[src/rtl/if_fetch_unit.sv]
// Instruction fetch stage: PC, 1-cycle-latency imem fetch, small return FIFO, branch redirect/flush.
// Optional performance counters (Fetch_Count, Stall_Count) are enabled by defining IF_PERF_CNT_EN.
module if_fetch_unit #(
    parameter logic [31:0] RESET_PC   = 32'h0000_0000,
    parameter int          FIFO_DEPTH = 2,
    parameter logic [31:0] NOP_INST   = 32'h0000_0013
) (
    input  logic        Clk,
    input  logic        Reset,
    output logic        Imem_Req,
    output logic [31:0] Imem_Addr,
    input  logic [31:0] Imem_Data,
    input  logic        Branch_Taken,
    input  logic [31:0] Branch_Target,
    output logic        Inst_Valid,
    input  logic        Inst_Ready,
    output logic [31:0] Inst_Out,
    output logic [31:0] Pc_Out
`ifdef IF_PERF_CNT_EN
    ,
    output logic [31:0] Fetch_Count,
    output logic [31:0] Stall_Count
`endif
);

    localparam int PTR_W = $clog2(FIFO_DEPTH);
    localparam int CNT_W = PTR_W + 1;
    localparam logic [CNT_W:0] DEPTH_C = (CNT_W + 1)'(FIFO_DEPTH);

    logic [31:0]      pc_r;
    logic             inflight_r;
    logic [31:0]      inflight_pc_r;
    logic [31:0]      last_pc_r;
    logic [PTR_W-1:0] rd_ptr_r;
    logic [PTR_W-1:0] wr_ptr_r;
    logic [CNT_W-1:0] count_r;
    logic [31:0]      data_mem_r [FIFO_DEPTH];
    logic [31:0]      pc_mem_r   [FIFO_DEPTH];

    logic [31:0]      target_s;
    logic             push_s;
    logic             pop_s;
    logic [CNT_W:0]   occupancy_s;

    // Fetch issue, FIFO handshake and head presentation
    always_comb begin
        target_s = Branch_Target & 32'hFFFF_FFFC;
        if (Branch_Taken) begin
            Imem_Addr = target_s;
        end else begin
            Imem_Addr = pc_r;
        end

        Inst_Valid = (count_r != {CNT_W{1'b0}});
        if (Inst_Valid && Inst_Ready && !Branch_Taken && !Reset) begin
            pop_s = 1'b1;
        end else begin
            pop_s = 1'b0;
        end

        // A redirect kills the response returning this cycle
        push_s = inflight_r && !Branch_Taken && !Reset;

        // Credit the slot freed by a same-cycle pop so a full pipe keeps streaming
        occupancy_s = {1'b0, count_r} + {{CNT_W{1'b0}}, inflight_r} - {{CNT_W{1'b0}}, pop_s};
        if (Reset) begin
            Imem_Req = 1'b0;
        end else if (Branch_Taken) begin
            Imem_Req = 1'b1;
        end else if (occupancy_s < DEPTH_C) begin
            Imem_Req = 1'b1;
        end else begin
            Imem_Req = 1'b0;
        end

        if (Inst_Valid) begin
            Inst_Out = data_mem_r[rd_ptr_r];
            Pc_Out   = pc_mem_r[rd_ptr_r];
        end else begin
            Inst_Out = NOP_INST;
            Pc_Out   = last_pc_r;
        end
    end

    // PC, in-flight tracking and FIFO pointer/count state
    always_ff @(posedge Clk) begin
        if (Reset) begin
            pc_r          <= RESET_PC;
            inflight_r    <= 1'b0;
            inflight_pc_r <= 32'h0000_0000;
            last_pc_r     <= 32'h0000_0000;
            rd_ptr_r      <= {PTR_W{1'b0}};
            wr_ptr_r      <= {PTR_W{1'b0}};
            count_r       <= {CNT_W{1'b0}};
        end else begin
            if (Imem_Req) begin
                pc_r          <= Imem_Addr + 32'd4;
                inflight_r    <= 1'b1;
                inflight_pc_r <= Imem_Addr;
            end else begin
                inflight_r    <= 1'b0;
            end

            if (Branch_Taken) begin
                rd_ptr_r <= {PTR_W{1'b0}};
                wr_ptr_r <= {PTR_W{1'b0}};
                count_r  <= {CNT_W{1'b0}};
            end else begin
                if (push_s) begin
                    wr_ptr_r <= wr_ptr_r + PTR_W'(1);
                end
                if (pop_s) begin
                    rd_ptr_r  <= rd_ptr_r + PTR_W'(1);
                    last_pc_r <= pc_mem_r[rd_ptr_r];
                end
                case ({push_s, pop_s})
                    2'b10:   count_r <= count_r + CNT_W'(1);
                    2'b01:   count_r <= count_r - CNT_W'(1);
                    default: count_r <= count_r;
                endcase
            end
        end
    end

    // FIFO storage; contents are only observed while count_r covers them
    always_ff @(posedge Clk) begin
        if (push_s) begin
            data_mem_r[wr_ptr_r] <= Imem_Data;
            pc_mem_r[wr_ptr_r]   <= inflight_pc_r;
        end
    end

`ifdef IF_PERF_CNT_EN
    // Issue and decode-stall counters, unaffected by redirects
    always_ff @(posedge Clk) begin
        if (Reset) begin
            Fetch_Count <= 32'h0000_0000;
            Stall_Count <= 32'h0000_0000;
        end else begin
            if (Imem_Req) begin
                Fetch_Count <= Fetch_Count + 32'd1;
            end
            if (Inst_Valid && !Inst_Ready) begin
                Stall_Count <= Stall_Count + 32'd1;
            end
        end
    end
`endif

endmodule
[config.mk]
export PLATFORM = sky130hd
export DESIGN_NAME = if_fetch_unit
export DESIGN_NICKNAME = d
export VERILOG_FILES = /design/src/rtl/if_fetch_unit.sv
export SDC_FILE = /design/constraint.sdc
export NUM_CORES = 1
export LEC_CHECK = 0
export CAP_MARGIN = 20
export CORE_MARGIN = 3
export CORE_UTILIZATION = 35
export DETAILED_ROUTE_END_ITERATION = 10
export HOLD_SLACK_MARGIN = 0.05
export MAX_ROUTING_LAYER = met4
export SYNTH_ARGS = -nofsm -noshare
export SYNTH_HDL_FRONTEND = slang
export SYNTH_SLANG_ARGS = --single-unit
export TNS_END_PERCENT = 50
[constraint.sdc]
create_clock -name Clk -period 12.25 [get_ports Clk]
set_clock_uncertainty 0.05 [all_clocks]
set_input_delay 1.225 -clock Clk [delete_from_list [all_inputs] [get_ports Clk]]
set_output_delay 1.225 -clock Clk [all_outputs]
set_load 0.01 [all_outputs]
# Word level (Yosys, flattened, before mapping)

Memory sizes are Yosys's and may differ from the RTL's. A register that Yosys moved wholly into a read port is not among the register bits.
Cells that the tools add are included.

Mux-type cells: 15
Bitwise operators: 1
Reduce and logical (&&, ||, !) cells: 11
Order comparisons: 1
Add/sub/neg operators: 7
Equality and inequality tests: 2

Operators by type and width:

| kind                  | count |
|---|---|
| $mux 32               | 3 |
| $add 32x3->32 const B | 1 |
| $mux 1                | 11 |
| $logic_and 1x1->1     | 5 |
| $pmux 2 s2            | 1 |
| $reduce_bool 2->1     | 2 |
| $add 2x1->3           | 1 |
| $lt 3x2->1 const B    | 1 |
| $sub 3x1->3           | 1 |
| $add 1x1->1 const B   | 2 |
| $add 2x1->2 const B   | 1 |
| $eq 2x1->1 const B    | 1 |
| $eq 2x2->1 const B    | 1 |
| $logic_not 1->1       | 2 |
| $reduce_and 2->1      | 1 |
| $reduce_or 2->1       | 1 |
| $sub 2x1->2 const B   | 1 |
| $not 1->1             | 1 |

Bits in writable memories: 128
Memories kept: 2
Register bits: 101
Output and inout bits: 98

Memories:

| name       | words | width | read ports | clocked after memory_dff | wr ports | line | source |
|---|---|---|---|---|---|---|---|
| data_mem_r | 2     | 32    | 1          | 1                        | 1        | 37   | `logic [31:0] data_mem_r [FIFO_DEPTH];` |
| pc_mem_r   | 2     | 32    | 1          | 1                        | 1        | 38   | `logic [31:0] pc_mem_r [FIFO_DEPTH];` |

# Longest topological paths before layout

Depth in word-level cells: 11
Mapped depth: 15

# Least setup slack after synthesis

Ideal clock, no wire load.

Path kind: input port to flip-flop
From: input port Branch_Taken
To: memory data_mem_r[0][0], enable pin
Data arrival time: 4,859 ps
Path slack: 6,855 ps
Stages: 7
Cell sequence: buf_4 buf_2 buf_2 buf_2 nor2_1 nand2_1 nor2_1

Word-level cells in the longest chain between the ends: 5

RTL lines:

| item                            | line | source |
|---|---|---|
| start, declared                 | 13   | `input logic Branch_Taken,` |
| $logic_not 1->1                 | 62   | `push_s = inflight_r && !Branch_Taken && !Reset;` |
| $logic_and 1x1->1 (2 in series) | 62   |  |
| $mux 1                          | 127  | `if (push_s) begin` |
| $mux 1 (implied by the code)    | 128  | `data_mem_r[wr_ptr_r] <= Imem_Data;` |
| end, declared                   | 37   |  |

No other way between the ends.

# Worst setup path in the final report

From: input port Inst_Ready
To: output port Imem_Req

Word-level cells in the longest chain between the ends: 9

RTL lines:

| item                            | line | source |
|---|---|---|
| start, declared                 | 16   | `input logic Inst_Ready,` |
| $logic_and 1x1->1 (3 in series) | 55   | `if (Inst_Valid && Inst_Ready && !Branch_Taken && !Reset) begin` |
| $mux 1                          | 55   |  |
| $sub 3x1->3                     | 65   | `occupancy_s = {1'b0, count_r} + {{CNT_W{1'b0}}, inflight_r} - {{CNT_W{1'b0}}, pop_s};` |
| $lt 3x2->1                      | 70   | `end else if (occupancy_s < DEPTH_C) begin` |
| $mux 1                          | 70   |  |
| $mux 1                          | 68   | `end else if (Branch_Taken) begin` |
| $mux 1                          | 66   | `if (Reset) begin` |
| end, declared                   | 10   | `output logic Imem_Req,` |

No other way between the ends.

==> run metrics <==
Post-synth EDFFs roughly 130; post-synthesis adder-cell area fraction 0.591%; most frequent cell after synthesis nor2_1; outcome finished clean; Max Slew Vio Count 0; drt pass-1 iters 5; CP max-delay cell buf_4; top-area cell type share of the netlist area 39.5%; gpl congestion 0.856; max incr delay on CP 0.65 ns; Core Footprint between 20,000 and 30,000 µm²; Site Rows 60; Sum Neg Setup Slack 0 ns; Synth Area in Compound Gates roughly 11%; clock buffer depth 3; CP Buf/Inv Count 4; Post-Synth Simple-Gate Area 13.3%; vias per cell 5.08; hpwl dp 15.4 mm; clock slew at reported path FFs 0.06 ns; syn nets 942; top-level port count roughly 170; number of post-CTS setup repair buffers 0; largest net degree at the start of global routing 88; worst vdd ir 0.0882 mV; filler instances 2,534; vias in the first global route 6,808; CTS buffer count 26; CP required 10.97 ns; WL final approximately 24 mm; Hold Crit Class flip-flop to flip-flop; synthesized area 9740 µm²; Wirelength per Cell roughly 17 µm; final setup violation count 0; nets@finish around 1,100; largest family of logic cells by synthesized area simple AND/OR/NAND/NOR gates; via count 7,132; Clk pwr share 42.6%; hold_buf cts 0; layout cells sized above 1 7.27%; Pwr Total 1.74 mW; type of destination of the critical path output port; XOR/XNOR Fraction of Synth Area 1.26%; overflow left after global routing 0; combinational group share of total power about 8.5%; Slew headroom 36.4%; Yosys warnings 0; delay-heaviest family, CP buffers and inverters; Max-Cap Viols 0; root buffer cell clkbuf_16; crit-path max FO a little under 90; die area 29,900 µm²; Syn Inst Count 870; P&R area growth vs syn 28.4%; Critical Path, Cell by Cell clkdlybuf4s50_1 -> nand2_1 -> nor3_2 -> ha_1 -> nand2b_1 -> fa_1 -> xnor2_1 -> a21o_2 -> buf_4 -> nand2_1 -> inv_1 -> clkdlybuf4s50_1; CTS tree done; violation count after the first detailed-route iteration 468; Initial Utilization 35.8%; number of gates resized after cts 0; Internal approximately 1.3 mW; # clock sinks 228; register bit total from synthesis 228; GRT Total Usage 15.9%; Final Hold Fails 0; crit path DAT 4.93 ns; Seq pwr share 48.8%; I/O Buffers 163; antenna violations before repair 1; first-pass GRT wire length 37.9 mm; most frequent cells after synthesis nor2_1, edfxtp_1, dfxtp_1; Yosys top cell by area edfxtp_1; sequential fraction of the synthesis area about 60%; Post-synth ARST share 0%; largest cells by area after synthesis edfxtp_1, dfxtp_1, mux2i_1; synth unique cells 54; DRC errors left 0; width of the die 173 µm; Min Clock Period, post-route 6.21 ns; Net Sw Frac 22.4%; CP Launch Type primary input; Leak 4.28 nW; ys flop type edfxtp_1; period utilisation layout 50.7%; RSZ-0062 raised after global routing no; post-synthesis mux area share under 10%; DIE HEIGHT 173 µm; CP Class primary input to output port; syn avg cell area 11.2 µm²; PD cells 139 nW/µm²; worst slew pin tran 0.952 ns; maximum clock frequency 161 MHz; P_sw around 0.39 mW; worst skew pair latency 0.52 ns; Post-DRT Antenna Nets 0; CTS HTree Levels 1
[cell families (layout without fill, tap and decap cells)]
| kind of cell | after synthesis | count (layout) |
|---|---|---|
| and+or+nand+nor | 281 | 281 |
| buffers and inverters | 93 | 255 |
| xor gates and xnor gates | 14 | 14 |
| other | 0 | 1 |
| DFF | 228 | 228 |
| AOI/OAI and AO/OA | 157 | 157 |
| muxes | 93 | 93 |
| adders and majority gates | 4 | 4 |
[state kept, by name, indices dropped and copies added, names as in the netlist, named ones only]
signal	count
inflight_pc_r	30
wr_ptr_r	1
pc_r	32
last_pc_r	32
pc_mem_r	64
count_r	2
rd_ptr_r	1
inflight_r	1
data_mem_r	64
[per-layer routing]
layer	vias up	GRT usage (%)	share of wire, %
met1	3350	23.1	49
met5	-	-	0
met4	0	3.51	1.4
met2	256	23.0	43
met3	23	3.10	6.9
li1	3503	-	-
[area by class of cell]
cell class | count | area, µm² | share of cell area [%]
antenna | 1 | 2.50 | 0.0200
clock buffer | 39 | 751 | 6.00
clock inverter | 9 | 76.3 | 0.610
inverter | 30 | 113 | 0.900
multi-input combinational | 549 | 3530 | 28.2
sequential | 228 | 5850 | 46.8
tap | 372 | 465 | 3.72
timing repair buffer | 177 | 1730 | 13.8
[metrics by stage]
stage,setup slack (ns),util [%],instances,area (µm²),hold WS (ns)
2_1_floorplan,6.85,-,870,9740,0.370
3_3_place_gp,6.02,43.0,1356,11700,0.384
3_5_place_dp,6.01,43.0,1356,11700,0.395
4_1_cts,5.99,46.0,1404,12500,0.403
5_1_grt,5.69,46.0,1405,12500,0.416
6_report,6.04,46.0,1405,12500,0.402
[path summary, 6_finish.rpt]
check,from,end,depth (start not counted),slack [ns]
worst max-delay path,Inst_Ready,Imem_Req,12,6.04
worst min-delay path,inflight_pc_r[26],pc_mem_r[0][26],0,0.40
worst max register to register,count_r[1],pc_r[10],14,8.33
worst min register to register,inflight_pc_r[26],pc_mem_r[0][26],0,0.40
[power by group through the flow]
stage | Combinational, mW | Sequential [mW] | Clock [mW]
floorplan | 0.0767 | 0.860 | 0
CTS | 0.149 | 0.848 | 0.761
global route | 0.162 | 0.851 | 0.797
global placement | 0.147 | 0.863 | 0
finish | 0.148 | 0.848 | 0.740
detailed placement | 0.148 | 0.864 | 0
[placed cells by master, fill, tap and decap left out, types with 4 or more instances in the layout]
master and count:
dfxtp_1 99, nand4_1 13, o2111ai_1 5, nand2_1 31
nor3_1 19, a22oi_1 6, a21oi_1 42, and2_1 4
o21ai_0 5, a31o_2 4, clkbuf_16 27, a211oi_1 62
clkbuf_1 9, mux2i_1 86, nand3_1 42, clkdlybuf4s50_1 161
nand3b_1 8, nor2_1 139, inv_1 29, o31ai_1 4
edfxtp_1 128, xnor2_1 12, o311ai_0 5, or4_1 5
buf_4 14, mux2_2 7
Power figures use the tool's default switching activity.
==> patch (same flow settings) <==
Change the parameter `FIFO_DEPTH` from 2 to 4.
--- a/src/rtl/if_fetch_unit.sv
+++ b/src/rtl/if_fetch_unit.sv
@@ -4,3 +4,3 @@
     parameter logic [31:0] RESET_PC   = 32'h0000_0000,
-    parameter int          FIFO_DEPTH = 2,
+    parameter int          FIFO_DEPTH = 4,
     parameter logic [31:0] NOP_INST   = 32'h0000_0013
Behaviour: not the same (Yosys sat finds a counterexample within 4 cycles, from zero or initial values and one cycle with Reset high).
==> patch against the unedited design <==
Routed wire length grew 38%. Core utilization decreased by 1.8 points. Sequential cell count up 132. Die area grew 50%. Synthesized cell count up 20%. Synthesized area up 51%. Design area is 46% higher. Total power rose by 52%. Setup slack improved by 0.089 ns. Largest cell class unchanged.
==> patch: results (changes against the unedited design) <==
| Metric | Value |
|---|---|
| Status | finished clean (unchanged) |
| Post_cts resized | 0 (unchanged) |
| Slew margin rel. | 30.4% (was 36.4%) |
| Initial DRT Pass Iterations | 7 (was 5) |
| Sequential-to-total area share from yosys stat | 66.2% (was 60.0%) |
| CTS Buf Count | 40 (was 26) |
| Post-CTS setup buffers | 0 (unchanged) |
| Max FO, Critical Path | 13 (was 87) |
| Predominant post-synthesis flop cell | edfxtp_1 (unchanged) |
| Layout cells sized above 1 | 14.1% (was 7.27%) |
| DP Area | 16900 µm² (was 11700 µm²) |
| Peak supply drop | 0.0907 mV (was 0.0882 mV) |
| Leak pwr | 6.25 nW (was 4.28 nW) |
| Synth cell count leaders | edfxtp_1 (256), nand2_1 (182), dfxtp_1 (104), nor2_1 (67), mux4_2 (64) (was nor2_1 (141), edfxtp_1 (128), dfxtp_1 (100), mux2i_1 (86), a211oi_1 (62)) |
| Final wirelength | 32700 µm (was 23700 µm) |
| Vias in the first global route | 8594 (was 6808) |
| First-pass GRT wire length | 51000 µm (was 37900 µm) |
| Sw frac | 21.1% (was 22.4%) |
| Crit path DAT | 4.84 ns (was 4.93 ns) |
| Worst-skew pair later-pin latency | 0.55 ns (was 0.52 ns) |
| Clk root buf | clkbuf_16 (unchanged) |
| Top cells by area, synth | edfxtp_1 (52%), dfxtp_1 (14%), mux4_2 (9.8%), nand2_1 (4.6%), mux2i_1 (2.9%) (was edfxtp_1 (39%), dfxtp_1 (21%), mux2i_1 (8.8%), nor2_1 (5.4%), a211oi_1 (4.8%)) |
| Worst min path class | reg2reg (unchanged) |
| Dpl hpwl | 19500 µm (was 15400 µm) |
| Clk buf depth | 3 (unchanged) |
| Antenna violations before repair | 0 (was 1) |
| Fillcell total | 3728 (was 2534) |
| Detailed Route Iter0 Violations | 528 (was 468) |
| Placer Congestion | 0.783 (was 0.856) |
| CTS clk-pin slew, worst paths | 0.06 ns (about the same) |
| Post-synth EDFFs | 256 (was 128) |
| Vias/cell | 4.93 (was 5.08) |
| Top Registers | data_mem_r: 128 flops, pc_mem_r: 128 flops (was data_mem_r: 64 flops, pc_mem_r: 64 flops) |
| Asr flop ratio synth | 0% (unchanged) |
| Nets | 1284 (was 1084) |
| Yosys cell types | 50 (was 54) |
| Final setup fails | 0 (unchanged) |
| Ant. Diodes | 0 (was 1) |
| Ys Warns | 0 (unchanged) |
| Largest net degree at the start of global routing | 87 (was 88) |
| H-tree levels | 2 (was 1) |
| Syn Nets | 1125 (was 942) |
| GR Util All Layers | 15.2% (was 15.9%) |
| Port Buffers | 163 (unchanged) |
## patch: per-layer routing
| layer | track usage, % | up-vias | share of wire, % |
|---|---|---|---|
| li1 | - | 4159 | - |
| met1 | 21.4 | 4283 | 47 |
| met2 | 23.0 | 246 | 46 |
| met3 | 2.56 | 33 | 5.4 |
| met4 | 3.88 | 0 | 1.5 |
| met5 | - | - | 0 |
## patch: area by class of cell
cell class	instances	area [µm²]	area share [%]
timing repair buffer	176	1770	9.73
clock inverter	13	170	0.933
tap	532	666	3.65
sequential	360	9780	53.6
inverter	27	101	0.556
clock buffer	59	1090	5.99
multi-input combinational	602	4660	25.5
## patch: cell families (layout without fill, tap and decap cells)
family                   count (synthesis)  in the layout  share of synthesized area (%)
AO/OA/AOI/OAI                           88             88                           4.02
XOR/XNOR                                28             28                           1.66
adder cells (fa/ha/maj)                  9              9                          0.814
buffers and inverters                   86            275                           2.49
flip-flops                             360            360                           66.2
multiplexers                           123            123                           13.9
AND/OR/NAND/NOR                        354            354                           10.9
## patch: path summary, 6_finish.rpt
check                             startpoint                         end  cells past startpoint  slack [ns]
setup / recovery                  Inst_Ready                    Imem_Req                     11        6.13
hold / removal    last_pc_r[31]$_SDFFE_PP0P_  last_pc_r[31]$_SDFFE_PP0P_                      2        0.40
setup reg to reg     count_r[0]$_SDFFE_PP0P_     count_r[2]$_SDFFE_PP0P_                     13        8.02
hold reg to reg   last_pc_r[31]$_SDFFE_PP0P_  last_pc_r[31]$_SDFFE_PP0P_                      2        0.40
## patch: per-stage QoR
| step | setup slack [ns] | cells |
|---|---|---|
| after floorplan | 7.24 | 1048 |
| after global placement | 6.19 | 1694 |
| after detailed placement | 6.17 | 1694 |
| after CTS | 6.14 | 1766 |
| after global routing | 5.97 | 1769 |
| final | 6.13 | 1769 |
## patch: worst max-delay path, cell delays in order
cell,delay [ns]
clkdlybuf4s50_1,0.55
or3b_4,0.42
or3_1,0.36
ha_1,0.30
nand2_1,0.06
nor4_2,0.38
nor3_1,0.11
or3_4,0.40
nand2b_1,0.44
inv_1,0.09
clkdlybuf4s50_1,0.50
## patch: power groups by stage
stage | clock, mW | sequential (mW) | combinational (mW)
after floorplan | 0 | 1.36 | 0.0733
after CTS | 1.20 | 1.34 | 0.143
after global routing | 1.25 | 1.35 | 0.155
after global placement | 0 | 1.37 | 0.141
after detailed placement | 0 | 1.37 | 0.142
final | 1.16 | 1.34 | 0.142
